<file path="src/rtl/taxi_prbs_err_mon.sv">
// PRBS error monitor: popcounts the checker's error vector, tracks lock with hysteresis, keeps BER counters.
// Latency: 2 cycles from a sampled word to locked / counters / err_pulse (popcount stage, then update stage).
// Backpressure: none; accepts one word per cycle, idle cycles (err_in_valid=0) leave all state untouched.
module taxi_prbs_err_mon #(
  parameter int DATA_W        = 8,
  parameter int CNT_W         = 32,
  parameter int LOCK_CNT      = 64,
  parameter int WIN_LEN       = 128,
  parameter int UNLOCK_THRESH = 8
) (
  input  logic              clk,
  input  logic              rst,
  input  logic [DATA_W-1:0] err_in,
  input  logic              err_in_valid,
  input  logic              clear,
  output logic              locked,
  output logic [CNT_W-1:0]  word_cnt,
  output logic [CNT_W-1:0]  err_word_cnt,
  output logic [CNT_W-1:0]  err_bit_cnt,
  output logic              err_pulse
);

  localparam int POP_W  = $clog2(DATA_W + 1);
  localparam int GOOD_W = $clog2(LOCK_CNT + 1);
  localparam int WIN_W  = $clog2(WIN_LEN + 1);
  localparam int BAD_W  = $clog2(UNLOCK_THRESH + 1);

  typedef enum logic {
    ST_UNLOCKED = 1'b0,
    ST_LOCKED   = 1'b1
  } state_t;

  state_t            state;
  logic [GOOD_W-1:0] good_cnt;
  logic [WIN_W-1:0]  win_cnt;
  logic [BAD_W-1:0]  bad_cnt;

  logic [POP_W-1:0]  pop_c;
  logic              s1_vld;
  logic [POP_W-1:0]  s1_pop;
  logic              s1_err;
  logic              count_word;

  // Saturating add: clamps at all-ones instead of wrapping.
  function automatic logic [CNT_W-1:0] sat_add(input logic [CNT_W-1:0] a,
                                              input logic [CNT_W-1:0] b);
    logic [CNT_W:0] s;
    s = {1'b0, a} + {1'b0, b};
    return s[CNT_W] ? {CNT_W{1'b1}} : s[CNT_W-1:0];
  endfunction

  // Number of mismatching bits in the incoming error vector.
  always_comb begin
    pop_c = '0;
    for (int i = 0; i < DATA_W; i++) begin
      pop_c = pop_c + POP_W'(err_in[i]);
    end
  end

  // Stage 1: register popcount and valid flag; reset flushes the word in flight.
  always_ff @(posedge clk) begin
    if (rst) begin
      s1_vld <= 1'b0;
      s1_pop <= '0;
    end else begin
      s1_vld <= err_in_valid;
      if (err_in_valid) begin
        s1_pop <= pop_c;
      end
    end
  end

  assign s1_err     = (s1_pop != '0);
  // Counting decision uses the lock state before this word's update, so the
  // locking word is excluded and the unlocking word is included.
  assign count_word = s1_vld && locked;

  // Stage 2 lock FSM: clean-run hysteresis to lock, windowed errored-word count to unlock.
  always_ff @(posedge clk) begin
    if (rst) begin
      state    <= ST_UNLOCKED;
      locked   <= 1'b0;
      good_cnt <= '0;
      win_cnt  <= '0;
      bad_cnt  <= '0;
    end else if (s1_vld) begin
      case (state)
        ST_UNLOCKED: begin
          if (s1_err) begin
            good_cnt <= '0;
          end else if (good_cnt == GOOD_W'(LOCK_CNT - 1)) begin
            state    <= ST_LOCKED;
            locked   <= 1'b1;
            good_cnt <= '0;
            win_cnt  <= '0;
            bad_cnt  <= '0;
          end else begin
            good_cnt <= good_cnt + GOOD_W'(1);
          end
        end
        ST_LOCKED: begin
          // Threshold is checked before window close so unlock wins on the last word.
          if (s1_err && (bad_cnt == BAD_W'(UNLOCK_THRESH - 1))) begin
            state    <= ST_UNLOCKED;
            locked   <= 1'b0;
            good_cnt <= '0;
            win_cnt  <= '0;
            bad_cnt  <= '0;
          end else if (win_cnt == WIN_W'(WIN_LEN - 1)) begin
            win_cnt <= '0;
            bad_cnt <= '0;
          end else begin
            win_cnt <= win_cnt + WIN_W'(1);
            bad_cnt <= bad_cnt + BAD_W'(s1_err);
          end
        end
        default: begin
          state  <= ST_UNLOCKED;
          locked <= 1'b0;
        end
      endcase
    end
  end

  // Stage 2 statistics: saturating counters; clear overrides any same-cycle update.
  always_ff @(posedge clk) begin
    if (rst) begin
      word_cnt     <= '0;
      err_word_cnt <= '0;
      err_bit_cnt  <= '0;
      err_pulse    <= 1'b0;
    end else begin
      err_pulse <= count_word && s1_err;
      if (clear) begin
        word_cnt     <= '0;
        err_word_cnt <= '0;
        err_bit_cnt  <= '0;
      end else if (count_word) begin
        word_cnt     <= sat_add(word_cnt, CNT_W'(1));
        err_word_cnt <= sat_add(err_word_cnt, CNT_W'(s1_err));
        err_bit_cnt  <= sat_add(err_bit_cnt, CNT_W'(s1_pop));
      end
    end
  end

endmodule
</file>
<file path="config.mk">
export PLATFORM = sky130hd
export DESIGN_NAME = taxi_prbs_err_mon
export DESIGN_NICKNAME = d
export VERILOG_FILES = /design/src/rtl/taxi_prbs_err_mon.sv
export SDC_FILE = /design/constraint.sdc
export NUM_CORES = 1
export LEC_CHECK = 0
export BUFFER_PORTS_ARGS = -buffer_cell sky130_fd_sc_hd__buf_2
export CORE_MARGIN = 10
export CORE_UTILIZATION = 50
export CTS_CLUSTER_DIAMETER = 60
export CTS_CLUSTER_SIZE = 28
export DETAILED_ROUTE_END_ITERATION = 8
export GPL_TIMING_DRIVEN = 0
export PLACE_DENSITY = 0.72
export SYNTH_ARGS = -nofsm -noshare
export SYNTH_HDL_FRONTEND = slang
export SYNTH_SLANG_ARGS = --single-unit
</file>
<file path="constraint.sdc">
create_clock -name clk -period 3.6 [get_ports clk]
set_input_delay 0.36 -clock clk [delete_from_list [all_inputs] [get_ports clk]]
set_output_delay 0.36 -clock clk [all_outputs]
set_load 0.01 [all_outputs]
</file>
==> results.yml <==
outcome:
  run_status: "finished, final reports clean"
power:
  power.switching_fraction: 0.222
  seq_power_share: 0.452
  netSwitchingPower_w: 0.000679
  internal-power_w: 0.00239
  power_density_nw_per_um2: 411
  leakage_nw: 3.03
  pwr-share-comb: 0.050
  max-vdd-ir-drop_uv: 290
  power.share.clock: 0.497
worst_setup_path:
  worst-setup-path-type: "reg -> reg"
  arrival_ns: 3.29
  timing.reg2reg.worst_path_depth: 9
  critical_path.cell_chain: "nor4_4 > inv_4 > ha_1 > ha_1 > nand4_1 > nor4_2 > nand2_1 > clkbuf_1 > a21oi_1"
  cp_data_required_time_ns: 3.93
  path_depth: 9
  r2r-end: "err_word_cnt[15]$_SDFFE_PP0P_"
  crit_path_start_kind: "flop"
  crit_path_start: "s1_pop[1]$_SDFFE_PP0P_"
  worst-r2r-setup-slack_ns: 0.64
  critical_path.endpoint_type: "flop"
  crit_buf_inv: 2
  cell_with_the_largest_stage_delay_on_the_worst_path: "nor4_2"
  crit_end: "err_word_cnt[15]$_SDFFE_PP0P_"
  crit_path_frequent_cell: "ha_1"
  critical_path_max_stage_delay_ns: 0.65
  timing.rr.start: "s1_pop[1]$_SDFFE_PP0P_"
  crit_fanout: 10
  timing.critical_path.max_delay_family: "simple AND/OR/NAND/NOR gates"
global_route:
  grtUsageTotal: 0.186
  grt_pass1_wl_um: 27100
  gr-total-overflow: 0
  antenna_found_initial: 0
  grt_max_degree: 17
  first_global_vias: 5553
run:
  drv.max_cap_violation_count: 0
clocking:
  post_cts.repair.setup_buffers: 0
  cts.root.buffer_cell: "clkbuf_16"
  clock_tree.buffer_depth: 2
  cts_inserted_buffers: 17
  cts.clk_slew.worst_paths_ns: 0.05
  htreeDepth: 4
  clock_insertion_delay_worst_skew_ns: 0.41
  cts_sinks: 123
  post_cts.resized_instances: 0
  cts_tree: "yes"
  holdBufCountCts: 0
synthesis:
  synthXorXnorAreaFrac: 0.122
  syn_avg_cell_area_um2: 8.82
  dominant_combinational_cell_family_by_area_after_synthesis: "simple AND/OR/NAND/NOR gates"
  synth.mux.area_fraction: 0.00971
  ys_dominant_reg_cell: "dfxtp_1"
  synth_edf_count: 0
  synth-async-reset-ratio: 0
  mappedNetlistArea_um2: 6180
  synth-compound-area-share: 0.128
  syn_nets: 732
  seq_area_frac_synth: 0.398
  netlist_instances: 701
  ys_warn_count: 0
  synth_fa_ha_area_frac: 0.0445
  post_synth_num_cell_types: 61
  synth_seq_cells: 123
  synth-simple-area-share: 0.260
place:
  placed_cells: 977
  globalplace.congestion: 0.863
  place_hpwl_um: 12000
  io_buffer_count: 108
  place_ws_ns: 0.496
routing:
  routed_met1_length_um: 7360
  detail_route.wl_per_cell_um: 16.3
  dr.pass1.iters: 5
  postRouteWirelength_um: 16400
  routed.top_layer: "met4"
  ant_nets: 0
  dr_total_vias: 5590
  met3WireLength_um: 852
  route.met2.wl_um: 7860
  drc_errors: 0
  detailedRoute.firstIterationViolations: 363
  mean_number_of_vias_per_cell: 5.56
sta:
  drv_slew: 0
  max-slew-margin-rel: 0.578
  final.min_clock_period_ns: 2.96
  period_share: 0.822
  measured_slew_at_the_worst_slew_check_pin_ns: 0.628
  clock-skew-final_ns: 0.00728
  final_count_of_hold_timing_violations: 0
  totalNegativeSetupSlack_ns: 0
  setup_viol_count_final: 0
  grt_setup_unrepaired: "false"
  fin_ws_ns: 0.640
  fmaxAchievable_mhz: 338
final_layout:
  final_layout_size_suffix_gt1_frac: 0.202
  number_of_cells_in_the_finished_layout_apart_from_fillers: 1006
  areaGrowthSynthToFinish_pct: 20.6
  insertedDiodeCount: 0
  nFillCells: 1053
  nets: 859
worst_hold_path:
  min-delay-path-class: "in -> reg"
floorplanning:
  core_region_area_um2: 12100
  die_h_um: 131
  fp.dieW_um: 131
  die_area_um2: 17200
  initial_core_util: 0.513
  std_cell_rows: 40
  ios: 110
registers in the layout, summed over array words and instances (netlist names):
register      cells
bad_cnt           4
s1_vld            1
err_word_cnt     32
win_cnt           8
locked            1
state             1
good_cnt          7
s1_pop            4
err_pulse         1
word_cnt         32
err_bit_cnt      32
power groups by stage:
stage / clock [W] / combinational (W) / sequential (W)
6_report: 0.00152 / 0.000155 / 0.00139
3_3_place_gp: 0 / 0.000147 / 0.00141
2_1_floorplan: 0 / 0.000115 / 0.00141
3_5_place_dp: 0 / 0.000155 / 0.00141
4_1_cts: 0.00155 / 0.000156 / 0.00139
5_1_grt: 0.00161 / 0.000177 / 0.00139
worst reg2reg max path, cell delays in order (launching register included):
cell	delay (ns)
dfxtp_1	0.47
nor4_4	0.12
inv_4	0.11
ha_1	0.19
ha_1	0.19
nand4_1	0.19
nor4_2	0.65
nand2_1	0.41
clkbuf_1	0.34
a21oi_1	0.22
synthesized netlist by cell type (2+ instances only):
cell      instances  share of area
nor2_1           38          0.023
ha_1             14          0.028
nor4_1           13          0.013
nor3_2            2         0.0032
nor4_4            2         0.0069
nand2_2           2         0.0020
a21o_1            4         0.0049
nor3_1           18          0.015
buf_4             3         0.0036
a211oi_1          4         0.0049
xnor2_1          37          0.052
clkbuf_1         22          0.013
and4b_1           2         0.0032
a21oi_2           2         0.0028
nand2_1          55          0.033
nor4_2            2         0.0040
nand4_1          37          0.037
nand4b_1          2         0.0028
and4_1           16          0.023
o21ai_0          26          0.021
mux2i_1           6         0.0097
a31oi_1          12          0.012
or2_2             2         0.0020
o21ai_1           4         0.0032
o211a_1           2         0.0032
and3_1           21          0.021
nor2_2            6         0.0061
xor2_1           49          0.069
o21bai_1          2         0.0024
a21oi_1          70          0.057
buf_2             7         0.0057
and2_1           12          0.012
or3_1             4         0.0040
dfxtp_1         123           0.40
nand3_1          32          0.026
inv_1            19          0.012
fa_1              5          0.016
worst min path at each step:
stage                        startpoint                  endpoint  slack (ns)  cells past startpoint
2_1_floorplan                       rst         s1_vld$_SDFF_PP0_        0.43                      1
6_report                            rst         s1_vld$_SDFF_PP0_        0.24                      2
3_3_place_gp   good_cnt[1]$_SDFFE_PP0P_  good_cnt[1]$_SDFFE_PP0P_        0.46                      2
4_1_cts                             rst         s1_vld$_SDFF_PP0_        0.22                      2
3_5_place_dp   good_cnt[1]$_SDFFE_PP0P_  good_cnt[1]$_SDFFE_PP0P_        0.47                      2
5_1_grt                             rst         s1_vld$_SDFF_PP0_        0.22                      2
metal layers:
layer  vias to the layer above  GRT usage
met5                         -          0
met4                         0     0.0788
met1                      2640      0.220
li1                       2789          -
met3                        28     0.0503
met2                       133      0.310
cells by family (layout without fill, tap and decap cells):
| logic type | count (synthesis) | in the layout |
|---|---|---|
| simple gates | 279 | 279 |
| compound gates | 134 | 134 |
| flops | 123 | 123 |
| xor+xnor | 86 | 86 |
| buf+inv | 54 | 191 |
| fa+ha+maj | 19 | 19 |
| mux | 6 | 6 |
placed cells by master, fill, tap and decap left out, types with 16 or more instances in the layout:
master,instances
buf_2,115
clkbuf_16,17
a21oi_1,70
nand2_1,55
nor2_1,38
nor3_1,18
inv_1,19
nand3_1,32
and4_1,16
xnor2_1,37
o21ai_0,26
nand4_1,37
dfxtp_1,123
xor2_1,49
clkbuf_1,27
and3_1,21
per-stage QoR:
step	power [W]	instance area (um2)	hold slack, ns	util
6_report	0.00307	7460	0.238	0.618
2_1_floorplan	0.00153	6180	0.432	-
3_3_place_gp	0.00156	6930	0.457	0.575
3_5_place_dp	0.00157	6930	0.468	0.575
5_1_grt	0.00317	7460	0.221	0.618
4_1_cts	0.00309	7460	0.219	0.618
cell type report:
| class | count | area, um2 | area share |
|---|---|---|---|
| multi-input combinational | 524 | 3490 | 0.468 |
| tap | 168 | 210 | 0.0282 |
| sequential | 123 | 2460 | 0.330 |
| clock inverter | 2 | 10.0 | 0.00134 |
| clock buffer | 27 | 513 | 0.0688 |
| timing repair buffer | 108 | 541 | 0.0725 |
| buffer | 34 | 155 | 0.0208 |
| inverter | 20 | 77.6 | 0.0104 |
(Power assumes the default switching activity.)
